**src/rtl/cla_addsub_pipe.sv**
```systemverilog
// Pipelined carry-lookahead adder/subtractor: NSEG stages of SEG_W bits each, valid/ready handshake.
// Optional macro CLA_SATURATE_EN enables saturating results on overflow.
module cla_addsub_pipe #(
    parameter int WIDTH = 16,
    parameter int SEG_W = 8
) (
    input  logic             clk,
    input  logic             rst,
    input  logic             in_valid,
    output logic             in_ready,
    input  logic [WIDTH-1:0] a,
    input  logic [WIDTH-1:0] b,
    input  logic             cin,
    input  logic             op_sub,
    input  logic             sign,
    output logic             out_valid,
    input  logic             out_ready,
    output logic [WIDTH-1:0] sum,
    output logic             co,
    output logic             of,
    output logic             zf,
    output logic             nf
);

    localparam int NSEG = WIDTH / SEG_W;
    localparam int NG   = SEG_W / 4;
    localparam int NMID = (NSEG > 1) ? NSEG - 1 : 1;

    typedef struct packed {
        logic             v;
        logic [WIDTH-1:0] a;
        logic [WIDTH-1:0] b;
        logic [WIDTH-1:0] s;
        logic             c;
        logic             sub;
        logic             sgn;
    } stage_t;

    typedef struct packed {
        logic [SEG_W-1:0] s;
        logic             cout;
        logic             cmsb;
    } seg_res_t;

    // Two-level lookahead: group P/G feed flattened group-carry equations, so no carry ripples between groups.
    function automatic seg_res_t cla_seg(input logic [SEG_W-1:0] x,
                                         input logic [SEG_W-1:0] y,
                                         input logic             c0);
        logic [SEG_W-1:0] p, g, c;
        logic [NG-1:0]    gp, gg;
        logic [NG:0]      gc;
        logic             term;
        seg_res_t         r;
        p  = x ^ y;
        g  = x & y;
        c  = '0;
        gc = '0;
        for (int j = 0; j < NG; j++) begin
            gp[j] = &p[4*j +: 4];
            gg[j] = g[4*j+3] | (p[4*j+3] & g[4*j+2]) | (p[4*j+3] & p[4*j+2] & g[4*j+1])
                  | (p[4*j+3] & p[4*j+2] & p[4*j+1] & g[4*j]);
        end
        gc[0] = c0;
        for (int j = 1; j <= NG; j++) begin
            for (int m = 0; m < j; m++) begin
                term = gg[m];
                for (int n = m + 1; n < j; n++) term = term & gp[n];
                gc[j] = gc[j] | term;
            end
            term = c0;
            for (int n = 0; n < j; n++) term = term & gp[n];
            gc[j] = gc[j] | term;
        end
        for (int j = 0; j < NG; j++) begin
            c[4*j] = gc[j];
            for (int i = 1; i < 4; i++) begin
                for (int m = 0; m < i; m++) begin
                    term = g[4*j+m];
                    for (int n = m + 1; n < i; n++) term = term & p[4*j+n];
                    c[4*j+i] = c[4*j+i] | term;
                end
                term = gc[j];
                for (int n = 0; n < i; n++) term = term & p[4*j+n];
                c[4*j+i] = c[4*j+i] | term;
            end
        end
        r.s    = p ^ c;
        r.cout = gc[NG];
        r.cmsb = c[SEG_W-1];
        return r;
    endfunction

    stage_t           pipe_q    [NMID];
    stage_t           stage_in  [NSEG];
    stage_t           stage_out [NSEG];
    seg_res_t         seg_res;
    logic             last_cmsb;
    logic             raw_of;
    logic [WIDTH-1:0] res_sum;
    logic             advance;

    assign advance  = !out_valid | out_ready;
    assign in_ready = advance;

    // Stage 0 inverts B and carry-in for subtraction; later stages consume the previous stage register.
    always_comb begin
        seg_res   = '0;
        last_cmsb = 1'b0;
        stage_in[0].v   = in_valid;
        stage_in[0].a   = a;
        stage_in[0].b   = op_sub ? ~b : b;
        stage_in[0].s   = '0;
        stage_in[0].c   = op_sub ? ~cin : cin;
        stage_in[0].sub = op_sub;
        stage_in[0].sgn = sign;
        for (int k = 1; k < NSEG; k++) stage_in[k] = pipe_q[k-1];
        for (int k = 0; k < NSEG; k++) begin
            seg_res = cla_seg(stage_in[k].a[k*SEG_W +: SEG_W], stage_in[k].b[k*SEG_W +: SEG_W],
                              stage_in[k].c);
            stage_out[k] = stage_in[k];
            stage_out[k].s[k*SEG_W +: SEG_W] = seg_res.s;
            stage_out[k].c = seg_res.cout;
            if (k == NSEG - 1) last_cmsb = seg_res.cmsb;
        end
    end

    // Unsigned subtract reports a borrow, i.e. the inverse of the raw carry.
    always_comb begin
        raw_of  = stage_out[NSEG-1].sgn ? (last_cmsb ^ stage_out[NSEG-1].c)
                                        : (stage_out[NSEG-1].sub ? ~stage_out[NSEG-1].c
                                                                 : stage_out[NSEG-1].c);
        res_sum = stage_out[NSEG-1].s;
`ifdef CLA_SATURATE_EN
        if (raw_of) begin
            if (stage_out[NSEG-1].sgn)
                res_sum = stage_out[NSEG-1].a[WIDTH-1] ? {1'b1, {(WIDTH-1){1'b0}}}
                                                       : {1'b0, {(WIDTH-1){1'b1}}};
            else
                res_sum = stage_out[NSEG-1].sub ? '0 : '1;
        end
`endif
    end

    always_ff @(posedge clk) begin
        if (rst) begin
            for (int k = 0; k < NMID; k++) pipe_q[k] <= '0;
            out_valid <= 1'b0;
            sum       <= '0;
            co        <= 1'b0;
            of        <= 1'b0;
            zf        <= 1'b0;
            nf        <= 1'b0;
        end else if (advance) begin
            for (int k = 0; k < NSEG - 1; k++) pipe_q[k] <= stage_out[k];
            out_valid <= stage_out[NSEG-1].v;
            sum       <= res_sum;
            co        <= stage_out[NSEG-1].c;
            of        <= raw_of;
            zf        <= (res_sum == '0);
            nf        <= res_sum[WIDTH-1];
        end
    end

endmodule

```
**config.mk**
```make
export PLATFORM = sky130hd
export DESIGN_NAME = cla_addsub_pipe
export DESIGN_NICKNAME = d
export VERILOG_FILES = /design/src/rtl/cla_addsub_pipe.sv
export SDC_FILE = /design/constraint.sdc
export NUM_CORES = 1
export LEC_CHECK = 0
export CAP_MARGIN = 10
export CELL_PAD_IN_SITES_DETAIL_PLACEMENT = 0
export CELL_PAD_IN_SITES_GLOBAL_PLACEMENT = 1
export CORE_ASPECT_RATIO = 1.2
export CORE_MARGIN = 1.5
export CORE_UTILIZATION = 36
export DETAILED_ROUTE_END_ITERATION = 8
export GPL_TIMING_DRIVEN = 0
export PLACE_DENSITY_LB_ADDON = 0.1
export SYNTH_ARGS = -nofsm -noshare
export SYNTH_HDL_FRONTEND = slang
export SYNTH_SLANG_ARGS = --single-unit
```
**constraint.sdc**
```tcl
create_clock -name clk -period 4.15 [get_ports clk]
set_input_delay 0.6225 -clock clk [delete_from_list [all_inputs] [get_ports clk]]
set_output_delay 0.6225 -clock clk [all_outputs]
set_load 0.01 [all_outputs]
```
==> flow_summary.rst <==
.. list-table::
   :header-rows: 1

   * - Metric
     - Value
   * - Setup repair bufs after CTS
     - 0
   * - Number of buffers and inverters on the critical path
     - 0
   * - HPWL Detailed
     - approximately 4.0 mm
   * - Antenna violations before repair
     - 0
   * - Buffer depth of the longest clock path
     - 2
   * - Number of cells produced by synthesis
     - 258
   * - Post-synthesis sequential area ratio
     - between 40% and 50%
   * - Biggest area consumer among synthesized cells
     - sky130_fd_sc_hd__edfxtp_1
   * - Yosys reg bits
     - between 40 and 50
   * - Total setup violations reported at the end of the flow
     - 0
   * - CTS tree
     - done
   * - Biggest cell delay along the critical path
     - 0.54 ns
   * - Cell count along the critical path
     - 11
   * - Final hold viol count
     - 0
   * - Final period util
     - between 70% and 80%
   * - Synthesized-area fraction occupied by ao, oa, aoi and oai cells
     - between 10% and 20%
   * - Power share of the combinational group
     - between 20% and 30%
   * - CP max stage cell
     - sky130_fd_sc_hd__fa_1
   * - GR Overflow Total
     - 0
   * - Fill cell instance count of the final layout
     - 686
   * - CORE AREA
     - roughly 0.0069 mm²
   * - Clock root buffer
     - sky130_fd_sc_hd__clkbuf_8
   * - Post-DR vias/cell
     - 4.538
   * - Wire length after detailed routing
     - 4.808 mm
   * - Last element of the critical path
     - zf
   * - Post-synthesis cell type count
     - 33
   * - Final Max Tran Viols
     - 0
   * - Area added between synthesis and finish
     - 33.38%
   * - Kind of critical path
     - flop to flop
   * - Arrival time worst endpoint
     - about 3.5 ns
   * - Net switching power
     - about 330 µW
   * - Cell chain of the critical path
     - ha_1, a211oi_1, nor2_1, o21ai_0, nand2b_1, fa_1, or4_4, nor3_2, nand4b_1, or4_1, o22ai_2
   * - Total Negative Setup Slacks
     - 0 ns
   * - Post-cts hold buffer count
     - 0
   * - Worst slew slack as a fraction of its limit
     - about half
   * - Setup repair after global routing missed its margin
     - no
   * - DRT antenna net count
     - 0
   * - Least setup slack across all paths after layout
     - between 0.8 and 0.9 ns
   * - Power density relative to cell area
     - ~390 mW/mm²
   * - Die extent in x
     - 80.82 µm
   * - Register-to-Register Setup Slack
     - slightly below 0.9 ns
   * - Fraction of power spent switching nets
     - about 24%
   * - Mean instance size in the synthesized netlist
     - just over 10 µm²
   * - Tot GR Track Use
     - 12.91%
   * - Clock skew after layout
     - 0.01060 ns
   * - Number of buffers added by the clock tree synthesis step
     - 5
   * - Result of the run
     - finished, final reports clean
   * - Drt first pass iters
     - 4
   * - Met1 Routed Length
     - around 2.2 mm
   * - Number of global-route vias before repair
     - 1703
   * - Clock power share
     - 33.0%
   * - First DRT Iteration DRCs
     - 35
   * - Reported leakage power
     - ~1.4 nW
   * - Max rail drop VDD
     - about 0.25 mV
   * - Maximum clock rate
     - slightly above 300 MHz
   * - Pin count of the biggest net entering global routing
     - 17
   * - Setup crit start
     - pipe_q[0][19]
   * - Internal power of the cells
     - 1.040 mW
   * - Number of buffer cells added on primary ports
     - just under 60
   * - Slew @ Worst Pin
     - around 0.75 ns
   * - Worst reg2reg path endpoint
     - zf
   * - Final period demand of the worst path
     - between 3 and 4 ns
   * - Synth Area in Adders
     - roughly 13%
   * - Critical path endpoint category
     - flop
   * - Average wire per cell in the routed design
     - 11.64 µm
   * - Share of async-settable or async-resettable flops after synthesis
     - 0%
   * - Critical path peak fanout
     - 2
   * - Data required time of the worst path
     - between 4 and 5 ns
   * - Synthesized netlist net count
     - around 320
   * - Synth Warn #
     - 0
   * - Most used flip-flop cell after synthesis
     - sky130_fd_sc_hd__edfxtp_1
   * - Sum of met2 wire segment lengths after detailed routing
     - approximately 2.2 mm
   * - Synthesized cell area
     - 0.002616 mm²
   * - Most common cell in the netlist
     - sky130_fd_sc_hd__nand2_1
   * - Antenna Diode Count
     - 0
   * - Sequential share of power
     - a little over two fifths
   * - Multiplexer share of the synthesized area
     - 0%
   * - Max Used Layer
     - met4
   * - Cell types occupying the most area after synthesis
     - sky130_fd_sc_hd__edfxtp_1 32%, sky130_fd_sc_hd__dfxtp_1 15%, sky130_fd_sc_hd__ha_1 9.6%
   * - Remaining routing DRC violations
     - 0
   * - Reported max-cap violation count
     - 0
   * - Number of top-level design ports
     - 61
   * - # nets final
     - 388
   * - Placement Setup Slack
     - around 0.71 ns
   * - Die ar.
     - 0.007790 mm²
   * - Post-synth top area share
     - 32.14%
   * - Startpoint types
     - flop
   * - Number of enable-type register cells in the synthesized netlist
     - 28
   * - Largest family of logic cells by synthesized area
     - simple AND/OR/NAND/NOR gates
   * - Post-synthesis xor/xnor area fraction
     - approximately 10%
   * - Number of levels in the clock H-tree
     - 2
   * - Min-delay worst type
     - flop to flop
   * - R2R Path Start
     - pipe_q[0][19]
   * - PostCTS Resize Cnt
     - 0
   * - Final Wtd Congestion
     - 0.8651
   * - Clk slew on worst S/H paths
     - 0.09 ns
   * - Top delay family on crit path
     - simple AND/OR/NAND/NOR gates
   * - Fraction of final layout cells with drive strength greater than 1
     - under 10%
   * - Commonest cells post-synth
     - 32 x sky130_fd_sc_hd__nand2_1, 29 x sky130_fd_sc_hd__nor2_1, 28 x sky130_fd_sc_hd__edfxtp_1
   * - Starting density of the core
     - 37.72%
   * - Simple-Gate Fraction of Synth Area
     - between 15 and 20%
   * - Vias
     - 1874
   * - Clock latency of the later-clocked register in the worst-skew pair
     - ~0.30 ns
   * - Depth of the worst register-to-register path
     - 11
   * - Rows
     - 33
   * - TritonCTS sink count
     - 48
   * - Height of the chip
     - ~96 µm
   * - Met3 routed wirelength
     - around 260 µm
   * - Wire length of the first global-routing pass
     - roughly 7.7 mm
==> worst reg2reg max path, stage by stage (launching register included) <==
cell and delay [ns]:
sky130_fd_sc_hd__edfxtp_1 0.42, sky130_fd_sc_hd__ha_1 0.33, sky130_fd_sc_hd__a211oi_1 0.32, sky130_fd_sc_hd__nor2_1 0.09, sky130_fd_sc_hd__o21ai_0 0.15, sky130_fd_sc_hd__nand2b_1 0.13
sky130_fd_sc_hd__fa_1 0.54, sky130_fd_sc_hd__or4_4 0.43, sky130_fd_sc_hd__nor3_2 0.15, sky130_fd_sc_hd__nand4b_1 0.13, sky130_fd_sc_hd__or4_1 0.43, sky130_fd_sc_hd__o22ai_2 0.10
==> flip-flops by register name (all words and copies together), names as in the netlist <==
signal / cells
co: 1
of: 1
out_valid: 1
pipe_q: 28
sum: 16
zf: 1
==> area by class of cell <==
class | count | area, µm² | share of cell area [%]
Clock inverter | 3 | 90.09 | 2.582
Buffer | 12 | 62.56 | 1.793
Tap cell | 87 | 108.9 | 3.119
Inverter | 11 | 41.29 | 1.183
Sequential cell | 48 | 1241 | 35.57
Timing Repair Buffer | 60 | 605.6 | 17.35
Clock buffer | 5 | 68.82 | 1.972
Multi-Input combinational cell | 187 | 1271 | 36.43
==> logic make-up (layout without fill, tap and decap cells) <==
group                      count (synthesis)  after routing
buffers and inverters                     23             91
AOI/OAI and AO/OA                         45             45
xor gates and xnor gates                  30             30
DFF                                       48             48
and+or+nand+nor                           88             88
adders and majority gates                 24             24
==> metal layers <==
| metal | GRT usage [%] | vias up |
|---|---|---|
| met5 | 0 | - |
| met4 | 5.172 | 0 |
| met3 | 2.066 | 6 |
| met2 | 21.88 | 60 |
| met1 | 16.35 | 809 |
| li1 | - | 999 |
==> stage by stage <==
stage / cell area, µm² / utilization [%] / total power, mW / instances / hold WS [ns]
floorplan: 2616 / - / 0.7972 / 258 / 0.4329
global placement: 3316 / 47.80 / 0.9301 / 404 / 0.4385
detailed placement: 3331 / 48.02 / 0.9334 / 405 / 0.4449
CTS: 3490 / 50.31 / 1.383 / 413 / 0.4552
global route: 3490 / 50.31 / 1.435 / 413 / 0.4667
finish: 3490 / 50.31 / 1.369 / 413 / 0.4523
==> power by group through the flow <==
stage / sequential (mW) / clock (mW) / combinational [mW]
finish: 0.593 / 0.452 / 0.324
floorplan: 0.609 / 0 / 0.188
global placement: 0.604 / 0 / 0.326
detailed placement: 0.605 / 0 / 0.328
global route: 0.599 / 0.473 / 0.362
CTS: 0.594 / 0.459 / 0.330
==> how the worst min path moves through the flow <==
| stage | startpoint | end | slack [ns] | depth (start not counted) |
|---|---|---|---|---|
| after floorplan | pipe_q[0][43] | out_valid | 0.43 | 2 |
| after global placement | pipe_q[0][43] | out_valid | 0.44 | 2 |
| after detailed placement | sum[7] | sum[7] | 0.44 | 2 |
| after CTS | sum[7] | sum[7] | 0.46 | 2 |
| after global routing | sum[12] | sum[12] | 0.47 | 2 |
| final | sum[12] | sum[12] | 0.45 | 2 |
==> placed cells by master, fill, tap and decap left out, types with 3 or more instances in the layout <==
cell type	synthesis	layout
sky130_fd_sc_hd__buf_1	3	3
sky130_fd_sc_hd__fa_1	4	4
sky130_fd_sc_hd__clkbuf_8	1	6
sky130_fd_sc_hd__inv_1	11	11
sky130_fd_sc_hd__a21oi_1	22	22
sky130_fd_sc_hd__o21ai_0	7	7
sky130_fd_sc_hd__nand2_1	32	32
sky130_fd_sc_hd__nor2_1	29	29
sky130_fd_sc_hd__clkdlybuf4s50_1	0	59
sky130_fd_sc_hd__ha_1	20	20
sky130_fd_sc_hd__xor2_1	16	16
sky130_fd_sc_hd__xnor2_1	14	14
sky130_fd_sc_hd__a21o_1	3	3
sky130_fd_sc_hd__edfxtp_1	28	28
sky130_fd_sc_hd__a211oi_1	6	6
sky130_fd_sc_hd__dfxtp_1	20	20
sky130_fd_sc_hd__nand2b_1	5	5
sky130_fd_sc_hd__clkbuf_1	6	6
sky130_fd_sc_hd__and2_1	11	11
sky130_fd_sc_hd__bufinv_16	0	3
Note: power is estimated with default switching activity, not from simulation.
==> RTL edit, RTL diff (same settings) <==
Add a define of `CLA_SATURATE_EN`.
--- a/src/rtl/cla_addsub_pipe.sv
+++ b/src/rtl/cla_addsub_pipe.sv
@@ -1,4 +1,6 @@
 // Pipelined carry-lookahead adder/subtractor: NSEG stages of SEG_W bits each, valid/ready handshake.
 // Optional macro CLA_SATURATE_EN enables saturating results on overflow.
+`define CLA_SATURATE_EN
+
 module cla_addsub_pipe #(
     parameter int WIDTH = 16,
Behaviour: not the same (a bounded check fails within 4 cycles, from zero or initial values and one cycle with rst high).
==> RTL edit against the unedited design <==
- the run now ends with design-rule violations left
- wire length is 18% higher
- combinational power is 31% higher
- sequential cell count did not move
- synthesized area is 12% higher
- final area increased by 7.0%
- maximum frequency decreased by 5.4%
- clock skew about the same
- die area increased by 11%
- total power fell by 0.71%
- worst setup slack got worse by 0.19 ns
- critical endpoint is now pipe_q[0][10]
==> RTL edit: results (changes against the unedited design) <==
* Switching share of power at 0.287 (was 0.240)
* Highest metal used: met4 (unchanged)
* Vias in the first global route at 2,160 (was 1,703)
* Grt met1 use at 0.186 (was 0.164)
* M1 wire length at 2750 microns (was 2230 microns)
* Netlist cell types at 47 (was 33)
* Fraction of registers with async set/reset at 0 (unchanged)
* P_leak at 1.55 nW (was 1.43 nW)
* Power per cell area at 364 nW/um^2 (was 392 nW/um^2)
* Dpl ws at 0.289 ns (was 0.710 ns)
* Syn Inst Count at 289 (was 258)
* R2R Path Start: pipe_q[0][19] (unchanged)
* First-pass GRT wire length at 9890 microns (was 7670 microns)
* Top post-synthesis cells by count: nor2_1, edfxtp_1, dfxtp_1, ha_1, inv_1 (was nand2_1, nor2_1, edfxtp_1)
* HPWL after DPL at 4500 microns (was 3980 microns)
* Worst Setup SP: op_sub (was pipe_q[0][19])
* Status: finished with violations (was finished clean)
* Failing checks: design-rule violations
* GRT Total Usage at 0.144 (was 0.129)
* Placed cell count at 440 (was 405)
* Critical Path AT at 3.50 ns (about the same)
* GRT met3 Usage at 0.0236 (was 0.0207)
* Met3 WL post-DR at 200 microns (was 261 microns)
* Root buffer cell: clkbuf_8 (unchanged)
* DRC Markers at 3 (was 0)
* Vias per cell at 4.80 (was 4.54)
* Sequential Power at 601 uW (was 593 uW)
* DP Area at 3630 sq um (was 3330 sq um)
* Met2 wire length at 2690 microns (was 2230 microns)
* Overall routed net length at 5680 microns (was 4810 microns)
* CP max-delay cell: buf_1 (was fa_1)
* Synth Net Count at 352 (was 321)
* Layout net count at 418 (was 388)
* Iter 0 DRT Violations at 41 (was 35)
* CP max FO at 10 (was 2)
* Pre-antenna DRT Iters at 6 (was 4)
* Hold path startpoint: of (was sum[12])
* Largest net degree at the start of global routing at 29 (was 17)
* Final non-filler cell total at 448 (was 413)
* Slew headroom at 0.328 (was 0.497)
* Post-CTS sizing at 0 (unchanged)
* Crit-path max cell delay at 0.57 ns (was 0.54 ns)
* Clk power at 334 uW (was 452 uW)
* Number of enable flip-flop cells after synthesis at 28 (unchanged)
* Met2 Track Usage GR at 0.247 (was 0.219)
* Final Wtd Congestion at 0.781 (was 0.865)
* Area contributors post-synth: edfxtp_1, dfxtp_1, ha_1 (unchanged)
* CP top delay family: compound AO/OA/AOI/OAI gates (was simple AND/OR/NAND/NOR gates)
* Share of cells above drive strength 1 at 0.0702 (was 0.0491)
* Clock skew at 0.0103 ns (was 0.0106 ns)
* Peak supply drop at 0.000152 V (was 0.000249 V)
* Fill count at 771 (was 686)
* Seq/Total Area, Yosys at 0.425 (was 0.474)
* Initial antenna violation count at 0 (unchanged)
* Reg2reg path depth at 10 (was 11)
* Ys Warns at 0 (unchanged)
## RTL edit: kinds of logic (layout without fill, tap and decap cells)
logic type,count (synthesis),after routing,share of synthesized area
and+or+nand+nor,96,96,0.158
buffers and inverters,32,99,0.0514
AOI/OAI and AO/OA,60,60,0.166
muxes,1,1,0.00343
adders and majority gates,24,24,0.113
DFF,48,48,0.425
xor gates and xnor gates,28,28,0.0839
## RTL edit: path summary, 6_finish.rpt
path / endpoint / slack [ns]
max: pipe_q[0][10] / 0.68
min: of / 0.47
max reg2reg: zf / 0.99
min reg2reg: of / 0.47
## RTL edit: cell type report
cell class	count	area, sq um	area share
clock buffer	6	72.6	0.0194
buffer	15	86.3	0.0231
clock inverter	2	35.0	0.00938
inverter	17	63.8	0.0171
sequential	48	1240	0.332
timing repair buffer	59	591	0.158
multi-input combinational	209	1530	0.410
tap	92	115	0.0308
